$ cat src/rtl/cache_pkg.sv
// Shared types for the L3 refill path: controller state encoding, write-buffer
// entry layout and default sizing.
package cache_pkg;

  localparam int unsigned DEF_WBUF_DEPTH   = 4;
  localparam int unsigned CACHE_ADDR_WIDTH = 32;
  localparam int unsigned CACHE_DATA_WIDTH = 32;
  localparam int unsigned WADDR_WIDTH      = CACHE_ADDR_WIDTH - 2;

  typedef enum logic [2:0] {
    ST_IDLE,
    ST_DRAIN,
    ST_RD_REQ,
    ST_RD_WAIT,
    ST_RESP
  } refill_state_e;

  // Stores are tracked by word address; byte offset lives in the enables.
  typedef struct packed {
    logic [WADDR_WIDTH-1:0]      waddr;
    logic [CACHE_DATA_WIDTH-1:0] data;
    logic [3:0]                  be;
  } wbuf_entry_t;

endpackage

$ cat src/rtl/wbuf_fifo.sv
// Write-through store buffer: circular FIFO with a per-entry word-address
// comparator used by the refill controller for read-after-write ordering.
module wbuf_fifo
  import cache_pkg::*;
#(
  parameter int unsigned DEPTH = DEF_WBUF_DEPTH
) (
  input  logic                   clk,
  input  logic                   rst,
  input  logic                   push_i,
  input  wbuf_entry_t            entry_i,
  input  logic                   pop_i,
  input  logic [WADDR_WIDTH-1:0] match_addr_i,
  output wbuf_entry_t            head_o,
  output logic                   full_o,
  output logic                   empty_o,
  output logic [DEPTH-1:0]       match_o
);

  localparam int unsigned PW = $clog2(DEPTH);
  localparam int unsigned CW = PW + 1;

  wbuf_entry_t      mem_q [DEPTH];
  logic [DEPTH-1:0] valid_q;
  logic [PW-1:0]    wr_ptr_q;
  logic [PW-1:0]    rd_ptr_q;
  logic [CW-1:0]    count_q;
  logic             push_ok;
  logic             pop_ok;

  assign full_o  = (count_q == CW'(DEPTH));
  assign empty_o = (count_q == '0);
  assign pop_ok  = pop_i && !empty_o;
  // A full buffer still accepts a store in the cycle its head is popped.
  assign push_ok = push_i && (!full_o || pop_ok);
  assign head_o  = mem_q[rd_ptr_q];

  always_comb begin
    match_o = '0;
    for (int unsigned i = 0; i < DEPTH; i++) begin
      match_o[i] = valid_q[i] && (mem_q[i].waddr == match_addr_i);
    end
  end

  always_ff @(posedge clk or negedge rst) begin
    if (!rst) begin
      for (int unsigned i = 0; i < DEPTH; i++) begin
        mem_q[i] <= '0;
      end
      valid_q  <= '0;
      wr_ptr_q <= '0;
      rd_ptr_q <= '0;
      count_q  <= '0;
    end else begin
      if (pop_ok) begin
        valid_q[rd_ptr_q] <= 1'b0;
        rd_ptr_q          <= rd_ptr_q + 1'b1;
      end
      if (push_ok) begin
        mem_q[wr_ptr_q]   <= entry_i;
        valid_q[wr_ptr_q] <= 1'b1;
        wr_ptr_q          <= wr_ptr_q + 1'b1;
      end
      count_q <= count_q + CW'(push_ok) - CW'(pop_ok);
    end
  end

endmodule

$ cat src/rtl/l3_refill_ctrl.sv
// L3 miss refill controller: posts write-through stores from a small buffer,
// drains matching stores before a refill read, and returns the read word.
module l3_refill_ctrl
  import cache_pkg::*;
#(
  parameter int unsigned ADDR_WIDTH = CACHE_ADDR_WIDTH,
  parameter int unsigned DATA_WIDTH = CACHE_DATA_WIDTH,
  parameter int unsigned WBUF_DEPTH = DEF_WBUF_DEPTH
) (
  input  logic                  clk,
  input  logic                  rst,
  input  logic                  rd_miss_i,
  input  logic                  wr_en_i,
  input  logic [ADDR_WIDTH-1:0] addr_i,
  input  logic [DATA_WIDTH-1:0] wr_data_i,
  input  logic [3:0]            byte_en_i,
  output logic                  mem_valid_o,
  output logic [DATA_WIDTH-1:0] mem_data_o,
  output logic                  stall_o,
  output logic                  bus_req_o,
  output logic                  bus_we_o,
  output logic [ADDR_WIDTH-1:0] bus_addr_o,
  output logic [DATA_WIDTH-1:0] bus_wdata_o,
  output logic [3:0]            bus_be_o,
  input  logic                  bus_gnt_i,
  input  logic                  bus_rvalid_i,
  input  logic [DATA_WIDTH-1:0] bus_rdata_i
);

  localparam int unsigned AW_W = ADDR_WIDTH - 2;

  refill_state_e         state_q;
  logic                  bus_req_q;
  logic                  bus_we_q;
  logic [ADDR_WIDTH-1:0] bus_addr_q;
  logic [DATA_WIDTH-1:0] bus_wdata_q;
  logic [3:0]            bus_be_q;
  logic                  mem_valid_q;
  logic [DATA_WIDTH-1:0] mem_data_q;

  wbuf_entry_t            push_entry;
  wbuf_entry_t            head;
  logic [WADDR_WIDTH-1:0] miss_waddr;
  logic [WBUF_DEPTH-1:0]  match_vec;
  logic                   full;
  logic                   empty;
  logic                   push;
  logic                   pop;
  logic                   hit;
  logic                   unused_addr_lsb;

  assign unused_addr_lsb = ^addr_i[1:0];
  assign miss_waddr      = WADDR_WIDTH'(addr_i[ADDR_WIDTH-1:2]);
  assign push_entry      = '{waddr: miss_waddr,
                             data:  CACHE_DATA_WIDTH'(wr_data_i),
                             be:    byte_en_i};

  assign pop     = bus_req_q && bus_we_q && bus_gnt_i;
  assign push    = wr_en_i && (!full || pop);
  assign stall_o = wr_en_i && full && !pop;
  // A store pushed this cycle counts as buffered for the RAW check.
  assign hit     = (|match_vec) || (push && (push_entry.waddr == miss_waddr));

  wbuf_fifo #(
    .DEPTH(WBUF_DEPTH)
  ) u_wbuf (
    .clk         (clk),
    .rst         (rst),
    .push_i      (push),
    .entry_i     (push_entry),
    .pop_i       (pop),
    .match_addr_i(miss_waddr),
    .head_o      (head),
    .full_o      (full),
    .empty_o     (empty),
    .match_o     (match_vec)
  );

  always_ff @(posedge clk or negedge rst) begin
    if (!rst) begin
      state_q     <= ST_IDLE;
      bus_req_q   <= 1'b0;
      bus_we_q    <= 1'b0;
      bus_addr_q  <= '0;
      bus_wdata_q <= '0;
      bus_be_q    <= '0;
      mem_valid_q <= 1'b0;
      mem_data_q  <= '0;
    end else begin
      mem_valid_q <= 1'b0;
      mem_data_q  <= '0;
      unique case (state_q)
        ST_IDLE, ST_DRAIN: begin
          // Decisions wait for any posted write to be granted first, so the
          // buffer contents seen by the match logic are never mid-pop.
          if (bus_req_q) begin
            if (bus_gnt_i) begin
              bus_req_q   <= 1'b0;
              bus_we_q    <= 1'b0;
              bus_addr_q  <= '0;
              bus_wdata_q <= '0;
              bus_be_q    <= '0;
            end
          end else if (rd_miss_i && !hit) begin
            state_q     <= ST_RD_REQ;
            bus_req_q   <= 1'b1;
            bus_we_q    <= 1'b0;
            bus_addr_q  <= {addr_i[ADDR_WIDTH-1:2], 2'b00};
            bus_wdata_q <= '0;
            bus_be_q    <= '0;
          end else begin
            state_q <= rd_miss_i ? ST_DRAIN : ST_IDLE;
            if (!empty) begin
              bus_req_q   <= 1'b1;
              bus_we_q    <= 1'b1;
              bus_addr_q  <= {AW_W'(head.waddr), 2'b00};
              bus_wdata_q <= DATA_WIDTH'(head.data);
              bus_be_q    <= head.be;
            end
          end
        end
        ST_RD_REQ: begin
          if (bus_gnt_i) begin
            state_q    <= ST_RD_WAIT;
            bus_req_q  <= 1'b0;
            bus_addr_q <= '0;
          end
        end
        ST_RD_WAIT: begin
          if (bus_rvalid_i) begin
            state_q     <= ST_RESP;
            mem_valid_q <= 1'b1;
            mem_data_q  <= bus_rdata_i;
          end
        end
        ST_RESP: state_q <= ST_IDLE;
        default: state_q <= ST_IDLE;
      endcase
    end
  end

  assign mem_valid_o = mem_valid_q;
  assign mem_data_o  = mem_data_q;
  assign bus_req_o   = bus_req_q;
  assign bus_we_o    = bus_we_q;
  assign bus_addr_o  = bus_addr_q;
  assign bus_wdata_o = bus_wdata_q;
  assign bus_be_o    = bus_be_q;

endmodule
$ cat config.mk
export PLATFORM = sky130hd
export DESIGN_NAME = l3_refill_ctrl
export DESIGN_NICKNAME = d
export VERILOG_FILES = /design/src/rtl/cache_pkg.sv /design/src/rtl/wbuf_fifo.sv /design/src/rtl/l3_refill_ctrl.sv
export SDC_FILE = /design/constraint.sdc
export NUM_CORES = 1
export LEC_CHECK = 0
export ABC_AREA = 1
export BUFFER_PORTS_ARGS = -buffer_cell sky130_fd_sc_hd__buf_2
export CAP_MARGIN = 30
export CORE_MARGIN = 2
export CORE_UTILIZATION = 61
export CTS_CLUSTER_DIAMETER = 100
export CTS_CLUSTER_SIZE = 14
export DETAILED_ROUTE_END_ITERATION = 8
export GPL_TIMING_DRIVEN = 0
export PLACE_DENSITY_LB_ADDON = 0.3
export SYNTH_ARGS = -nofsm -noshare
export SYNTH_HDL_FRONTEND = slang
export SYNTH_SLANG_ARGS = --single-unit
$ cat constraint.sdc
create_clock -name clk -period 5.2 [get_ports clk]
set_input_delay 0.52 -clock clk [delete_from_list [all_inputs] [get_ports clk]]
set_output_delay 0.52 -clock clk [all_outputs]
set_load 0.01 [all_outputs]
Yosys cells after proc, flatten, opt, wreduce, memory -nomap -nowiden
Index checks and enable logic that the tools add are counted.

storage, ports and cells
  register bits after elaboration = 381
  input port bits = 106
  output and inout port bits = 104
  logic and storage cells = 129

cells by class
  add/subtract/negate cells = 4
  order comparisons = 7
  equality and inequality tests = 14
  multiplexer cells = 44
  bitwise gates (word level) = 5
  reductions and logical operators = 31

operators by type and width
  operator             number
  $mux 32              10
  $bwmux 264           1
  $mux 66              3
  $bmux 66 s2          1
  $demux 66 s2         1
  $eq 30x30->1         4
  $pmux 32 s2          1
  $mux 4               6
  $logic_and 1x1->1    15
  $mux 1               13
  $mux 3               3
  $pmux 3 s3           1
  $ne 2x2->1 const B   4
  $eq 3x2->1 const B   2
  $ge 3x3->1 const B   2
  $logic_not 3->1      2
  $lt 2x3->1 const B   2
  $not 2->3            2
  $reduce_and 3->1     2
  $add 2x1->2 const B  2
  $and 4x4->4          1
  $demux 1 s2          2
  $ge 2x1->1 const B   2
  $logic_not 1->1      4
  16 further kinds     19

Depth between registers and ports, before layout
Gate-level depths: netlist (run 1).

  word-level depth = 10
  depth in mapped cells = 18

By module
Synthesis (run 1) repeated with hierarchy kept, for this count alone.

unflattened totals
  cells, all modules = 2552
  area, all modules = 19122.1 um^2

modules (own cells, without submodules)
  module          instances  cells an instance  area an instance (um^2)  sequential area each (um^2)
  wbuf_fifo       1          1951               14398.8                  6881.6
  l3_refill_ctrl  1          601                4723.3                   2652.5

Worst setup path before layout (run 1)
Ideal clock, no wire load.

  path kind = register -> register
  from = register bus_req_q (netlist: bus_req_o)
  to = register u_wbuf.count_q[2]
  setup time = 0.123 ns
  data arrival time = 2.040 ns
  required time = 5.077 ns
  slack = 3.038 ns
  stages on the path, launching flop included = 11
  path buffers = 0
  period minus slack after synthesis = 2.162 ns
  cell sequence = dfrtp_1 > nand2_1 > inv_2 > nand2_1 > nor2_1 > ha_1 > inv_1 > ha_1 > inv_1 > fa_1 > xnor2_1

on the way
  cells in the longest elaborated chain, start to end = 7
  elaborated cells between the ends (all ways) = 9

RTL lines
  element                              RTL line               RTL
  from (decl)                          l3_refill_ctrl.sv:33   logic bus_req_q;
  from (signal assigned)               l3_refill_ctrl.sv:82   bus_req_q <= 1'b0;
  from (signal assigned)               l3_refill_ctrl.sv:98   bus_req_q <= 1'b0;
  from (signal assigned)               l3_refill_ctrl.sv:106  bus_req_q <= 1'b1;
  $logic_and 1x1->1 (*) (2 in series)  l3_refill_ctrl.sv:58   assign pop = bus_req_q && bus_we_q && bus_gnt_i;
  $logic_and 1x1->1 (*)                wbuf_fifo.sv:33        assign pop_ok = pop_i && !empty_o;
  via u_wbuf.pop_ok                    wbuf_fifo.sv:29        logic pop_ok;
  $logic_or 1x1->1                     wbuf_fifo.sv:35        assign push_ok = push_i && (!full_o || pop_ok);
  $logic_and 1x1->1                    wbuf_fifo.sv:35
  $add 3x1->3                          wbuf_fifo.sv:64        count_q <= count_q + CW'(push_ok) - CW'(pop_ok);
  $sub 3x1->3 (*)                      wbuf_fifo.sv:64
  to (signal assigned)                 wbuf_fifo.sv:64
  to (decl)                            wbuf_fifo.sv:27        logic [CW-1:0] count_q;

Mark *: on every way through the listed nets, which the timed path passes. The rest lies on a longest branch.
A chain may end at the register's enable or synchronous reset.

Worst setup path in the final report (run 1)
  from = register u_wbuf.rd_ptr_q[1]
  to = register bus_addr_q[20] (netlist: bus_addr_o[20])

on the way
  cells in the longest elaborated chain, start to end = 8

RTL lines
  element                                      RTL line               RTL
  from (decl)                                  wbuf_fifo.sv:26        logic [PW-1:0] rd_ptr_q;
  from (signal assigned)                       wbuf_fifo.sv:57        rd_ptr_q <= rd_ptr_q + 1'b1;
  $not 2->3 (implied by the code)              wbuf_fifo.sv:36        assign head_o = mem_q[rd_ptr_q];
  $bmux 66 s2                                  wbuf_fifo.sv:36
  $mux 66 (implied by the code) (2 in series)  wbuf_fifo.sv:36
  $mux 32                                      l3_refill_ctrl.sv:113  if (!empty) begin
  $mux 32                                      l3_refill_ctrl.sv:104  end else if (rd_miss_i && !hit) begin
  $mux 32                                      l3_refill_ctrl.sv:96   if (bus_req_q) begin
  $pmux 32 s2                                  l3_refill_ctrl.sv:92   unique case (state_q)
  to (signal assigned)                         l3_refill_ctrl.sv:108  bus_addr_q <= {addr_i[ADDR_WIDTH-1:2], 2'b00};
  to (signal assigned)                         l3_refill_ctrl.sv:116  bus_addr_q <= {AW_W'(head.waddr), 2'b00};
  to (decl)                                    l3_refill_ctrl.sv:35   logic [ADDR_WIDTH-1:0] bus_addr_q;

Every way passes these cells. The select of a mux whose other input is x is not followed.

==> results.py, run 1 <==
metrics = {
    "grt": {
        "overflow": 0,
        "grt_use_total_pct": 42.81,
        "grt_pass1_wl_um": 102400,
        "antenna_found_initial": 0,
        "grt_pass1_vias": 17870,
        "grt_max_degree": 120,
    },
    "routing": {
        "drc": 0,
        "drtAntennaViolNets": 0,
        "first_pass_iters": 8,
        "post_drt_wl_per_cell_um": 21.74,
        "dr.first_iter.drc_count": 2279,
        "vias": 18660,
        "routed_wl_um": 67270,
        "vias_per_cell": 6.030,
    },
    "timing": {
        "period_needed_ps": 3632,
        "hold_ws_ps": 170.4,
        "rsz0062_at_grt": "false",
        "drv_slew": 0,
        "tightest_slew_ps": 1078,
        "maxSlewHeadroom_pct": 28.13,
        "tns_ps": 0,
        "finalCritPeriodShare_pct": 69.85,
        "setup_ws_ps": 1568,
        "clock.fmax_mhz": 275.3,
        "hold_viol_final": 0,
        "finalSetupViolCount": 0,
        "fin_worst_skew_ps": 20.60,
    },
    "clock_network": {
        "numCtsBuffers": 31,
        "clock_path_buffers": 3,
        "cts_sinks": 381,
        "root_buffer": "clkbuf_16",
        "clk_latency_ps": 580,
        "cts-resized-gates": 0,
        "path_clk_slew_ps": 70,
        "cts_hold_buf": 1,
        "htreeDepth": 1,
        "cts_tree": "yes",
        "cts_setup_buffers": 0,
    },
    "synthesis": {
        "synth_edf_count": 0,
        "synth.area.top_cells": "dfrtp_1 51%, nand2_1 17%, o21ai_0 11%",
        "yosysSeqAreaShare_pct": 51.22,
        "yosys_warnings": 0,
        "synth_top_cell_area_share_pct": 51.22,
        "syn_nets": 2577,
        "async_flop_share_pct": 100.0,
        "syn_inst": 2460,
        "synth-main-ff-cell": "dfrtp_1",
        "synth_top_cell_by_area": "dfrtp_1",
        "synth_area_um2": 18620,
        "synth.top_cells.by_count": "849 x nand2_1, 408 x o21ai_0, 381 x dfrtp_1",
        "ys_types": 33,
        "synth_most_common_cell": "nand2_1",
        "syn_avg_cell_area_um2": 7.567,
        "synth_seq_cells": 381,
    },
    "die": {
        "core-area_um2": 29870,
        "die_area_um2": 31930,
        "die_h_um": 178.7,
        "core.rowCount": 63,
        "start_util_pct": 62.31,
        "ios": 210,
        "die_x_um": 178.7,
    },
    "worst_hold_path": {
        "holdCritStartpoint": "bus_rdata_i[8]",
        "hold_path.class": "input pin to flop",
    },
    "worst_setup_path": {
        "path_max_fanout": 10,
        "cp.arrival_ps": 4090,
        "worstSetupPathType": "flop to flop",
        "cp-startpoint": "u_wbuf.rd_ptr_q[1]",
        "required_ps": 5660,
        "cp-start-kind": "flop",
        "r2r_start": "u_wbuf.rd_ptr_q[1]",
        "worstSetupEndpointType": "flop",
    },
    "power_and_ir_drop": {
        "vdd_drop_max_mv": 0.3893,
        "power_density_nw_per_um2": 640.4,
        "leakagePower_nw": 10.99,
        "fin_total_pwr_mw": 13.48,
    },
    "finish": {
        "layout.nets": 2822,
        "nFillCells": 2490,
        "drive_gt1_share_pct": 11.13,
        "multi_input_area_um2": 7786,
        "syn2layout_area_growth_pct": 13.09,
        "final_cells": 3095,
        "n_antenna_cell": 0,
        "seq_area_um2": 9534,
    },
    "outcome": {
        "outcome": "finished, final reports clean",
    },
    "place": {
        "place_hpwl_um": 47680,
        "gp_congestion": 1.086,
        "placedCellCount": 3059,
        "io_buffers": 206,
        "pre_cts_slack_ps": 2097,
    },
    "job": {
        "cap_viol_max_count": 0,
    },
}
[power breakdown]
part | internal, mW | total (mW) | leakage, nW | switching (mW)
logic | 1.91 | 6.29 | 5.75 | 4.38
registers | 4.17 | 5.10 | 4.86 | 0.929
clock network | 1.05 | 2.09 | 0.386 | 1.04
total | 7.13 | 13.5 | 11.0 | 6.35
[worst max-delay path, stage by stage, from the launching register on]
cell and delay, ps:
dfrtp_1 380, clkbuf_1 700, clkinv_1 710, clkbuf_1 550, o21ai_0 190, nor2_1 70
a21oi_1 380, nand2_1 100, nand3_1 240, nand2_1 80, nand2_1 60, nand2_1 50
[final cells by class]
class / instances / share of cell area (%)
clock inverters: 2 / 0.07727
inverters: 181 / 3.227
flip-flops and latches: 381 / 45.29
multi-input cells: 1751 / 36.99
clock buffers: 31 / 3.685
well taps: 390 / 2.318
plain buffers: 147 / 2.924
repair buffers: 212 / 5.492
[stage by stage]
| stage | utilization [%] | area [µm²] |
|---|---|---|
| after CTS | 70.39 | 21030 |
| after global routing | 70.47 | 21050 |
| after global placement | 67.40 | 20130 |
| after floorplan | - | 18620 |
| after detailed placement | 67.71 | 20230 |
| final | 70.47 | 21050 |
[flip-flops by register name, indices dropped and copies added, names as in the netlist]
register	cells
bus_wdata_o	32
mem_data_o	32
u_wbuf.valid_q	4
u_wbuf.count_q	3
bus_req_o	1
bus_addr_o	32
u_wbuf.wr_ptr_q	2
bus_we_o	1
u_wbuf.mem_q	264
state_q	3
bus_be_o	4
u_wbuf.rd_ptr_q	2
mem_valid_o	1
[logic make-up (layout without fill, tap and decap cells)]
family,after synthesis,after routing,share of synthesized area (%)
simple gates,1199,1199,25.69
compound gates,519,519,14.32
flops,381,381,51.22
buf+inv,328,573,6.957
xor+xnor,22,22,1.035
fa+ha+maj,11,11,0.7797
[cell usage in the layout (no fill, tap or decap), types with 2 or more instances in the layout]
cell type  netlist  layout
buf_8            0       2
inv_2           23      23
dfrtp_1        381     381
nor2_4           2       2
xnor2_1         12      12
buf_16           0       3
buf_2           18     223
o22ai_1         36      36
nand3_1        103     103
clkinv_1         3       3
nand2_2          3       3
nand4_1         37      37
clkbuf_1       114     114
o21ai_1         14      14
nor2_1         196     196
nor3_1           4       4
o211ai_1         5       5
buf_1            7       7
ha_1            10      10
buf_4            5       6
o21ai_0        408     408
a21oi_1         53      53
inv_1          155     155
clkbuf_16        0      31
buf_6            3       3
xor2_1          10      10
nand2_1        849     849
[final timing paths]
| path | endpoint | slack, ps | cells past startpoint |
|---|---|---|---|
| min reg2reg | bus_be_o[3] | 480 | 2 |
| min | mem_data_o[8] | 170 | 3 |
| max reg2reg | bus_addr_o[20] | 1570 | 11 |
| max in group asynchronous | u_wbuf.mem_q[93] | 3300 | 4 |
| max | bus_addr_o[20] | 1570 | 11 |
| min in group asynchronous | u_wbuf.mem_q[184] | 460 | 2 |
[metal layers]
metal	wire (µm)	GRT usage [%]	share of wire, %
met5	0	0	0
met4	5281	27.85	7.9
met3	7477	10.37	11
met2	29820	64.67	44
met1	24690	55.37	37
(Power assumes the default switching activity.)
==> run 2: changes to the inputs <==
CORE_UTILIZATION = 53   (was 61)
clock period = 3.3 ns   (was 5.2 ns; I/O delays follow)
==> run 2 against run 1 <==
Net effect:
- clock-buffer cell count stayed put
- clock skew hardly changed
- first-iteration DRC count is 1.5% lower
- global-route usage is 5.7 points lower
- routed wire length is 1.3% higher
- total power is 57% higher
- non-clock buffer count is 30 higher
- sequential share of layout area is 0.81 points lower
- critical path depth is 3 lower
- largest cell class unchanged
- largest power group unchanged
==> results.py, run 2 (synthesis gave the netlist of run 1 again) <==
metrics = {
    "worst_setup_path": {
        "path_max_fanout": 10,
        "reg2reg_depth": 8,
        "worstSetupPathType": "flop to flop",
        "critical-path-top-delay-family": "buffers and inverters",
        "crit_buf_inv": 4,
        "required_ps": 3810,
        "cp.depth": 8,
        "reg2reg_slack_ps": 220,
        "cp.arrival_ps": 3600,
        "cpMostUsedCell": "clkbuf_1",
        "slowest_delay_ps": 700,
        "cp_cell_sequence": "clkbuf_1 -> clkbuf_1 -> clkbuf_1 -> clkbuf_1 -> o21ai_0 -> o22ai_1 -> nand3_1 -> nand2_1",
        "worstSetupEndpointType": "flop",
        "cp-start-kind": "flop",
        "cp_slowest_cell": "clkbuf_1",
    },
    "finish": {
        "mostFrequentLayoutCell": "nand2_1",
        "largest_reg_flops": 264,
        "top_register": "u_wbuf.mem_q",
        "syn2layout_area_growth_pct": 15.16,
        "fin_util_pct": 62.06,
        "final_cell_mix": "849 x nand2_1, 408 x o21ai_0, 381 x dfrtp_1",
        "drive_gt1_share_pct": 10.97,
        "layout.nets": 2852,
    },
    "power_and_ir_drop": {
        "leakagePower_nw": 11.11,
        "fin_total_pwr_mw": 21.22,
        "power_switching_mw": 9.977,
        "power_density_nw_per_um2": 989.9,
        "p_seq_share_pct": 37.6,
        "pwr-share-comb_pct": 46.6,
        "switching_share_pct": 47.01,
        "vdd_drop_max_mv": 0.5223,
        "clock_power_share_pct": 15.8,
        "p_int_mw": 11.24,
    },
    "grt": {
        "grt_use_total_pct": 37.09,
        "grt_max_degree": 123,
        "overflow": 0,
        "grt_pass1_wl_um": 102500,
        "grt_pass1_vias": 17990,
        "antenna_found_initial": 2,
    },
    "routing": {
        "first_pass_iters": 6,
        "vias_per_cell": 5.808,
        "vias": 18540,
        "drc": 0,
        "drtAntennaViolNets": 0,
        "dr.first_iter.drc_count": 2244,
        "post_drt_wl_per_cell_um": 21.35,
        "routed_wl_um": 68160,
    },
    "timing": {
        "period_needed_ps": 3082,
        "tightest_slew_ps": 1045,
        "maxSlewHeadroom_pct": 30.35,
        "hold_ws_ps": 61.85,
        "tns_ps": 0,
        "finalSetupViolCount": 0,
        "drv_slew": 0,
        "setup_ws_ps": 217.9,
        "hold_viol_final": 0,
        "finalCritPeriodShare_pct": 93.40,
        "rsz0062_at_grt": "false",
        "fin_worst_skew_ps": 20.77,
        "clock.fmax_mhz": 324.5,
    },
    "die": {
        "core-area_um2": 34540,
        "die_x_um": 191.4,
        "start_util_pct": 53.89,
        "ios": 210,
        "die_h_um": 191.4,
        "core.rowCount": 68,
        "die_area_um2": 36640,
    },
    "clock_network": {
        "root_buffer": "clkbuf_16",
        "path_clk_slew_ps": 70,
        "htreeDepth": 1,
        "numCtsBuffers": 31,
        "cts_setup_buffers": 0,
        "cts_tree": "yes",
        "cts_sinks": 381,
        "clock_path_buffers": 3,
        "clk_latency_ps": 590,
    },
    "place": {
        "gp_congestion": 1.062,
        "pre_cts_slack_ps": 266.6,
        "place_hpwl_um": 48190,
        "io_buffers": 206,
    },
    "worst_hold_path": {
        "holdPathStages": 3,
        "hold_path.class": "input pin to flop",
    },
    "outcome": {
        "outcome": "finished, final reports clean",
    },
    "job": {
        "cap_viol_max_count": 0,
    },
}
## run 2: cell type report
cell class | count | area [µm²]
multi-input cells | 1751 | 7786
clock inverters | 2 | 16.27
well taps | 455 | 569.3
flip-flops and latches | 381 | 9534
plain buffers | 147 | 616.8
fillers | 3142 | 13110
diodes | 2 | 5.005
inverters | 181 | 679.4
clock buffers | 31 | 775.7
repair buffers | 242 | 1454
## run 2: worst min-delay path, stage by stage
cell and delay [ps]:
buf_2 70, inv_1 50, o21ai_0 140
## run 2: final timing paths
| kind | startpoint | endpoint |
|---|---|---|
| max reg2reg | u_wbuf.rd_ptr_q[0] | bus_be_o[0] |
| min reg2reg | bus_wdata_o[6] | bus_wdata_o[6] |
| min in group asynchronous | rst | u_wbuf.mem_q[120] |
| min | wr_data_i[24] | u_wbuf.mem_q[94] |
| max in group asynchronous | rst | bus_wdata_o[18] |
| max | u_wbuf.rd_ptr_q[0] | bus_be_o[0] |
## run 2: stage by stage
stage          instances  area, µm²
2_1_floorplan       2460      18620
3_3_place_gp        3121      20220
3_5_place_dp        3124      20310
4_1_cts             3190      21430
5_1_grt             3192      21440
6_report            3192      21440
## run 2: routing by layer
| layer | GRT usage (%) | part of all wire (%) | routed length, µm |
|---|---|---|---|
| met1 | 48.49 | 39 | 26760 |
| met2 | 58.55 | 46 | 31300 |
| met3 | 6.738 | 8.9 | 6033 |
| met4 | 20.50 | 6.0 | 4067 |
| met5 | 0 | 0 | 0 |
## run 2: repair_timing
action | 4_1_cts | 5_1_grt
setup endpoints to repair | 0 | 2
hold endpoints to repair | 66 | 0
hold buffers | 33 | 0
resized for setup | 0 | 2
## run 2: power by group through the flow
stage	clock network, mW	logic [mW]	registers (mW)
6_report	3.35	9.89	7.98
3_3_place_gp	0	9.26	7.89
3_5_place_dp	0	9.56	7.96
4_1_cts	3.36	9.64	7.90
2_1_floorplan	0	6.01	7.72
5_1_grt	3.52	10.9	8.17
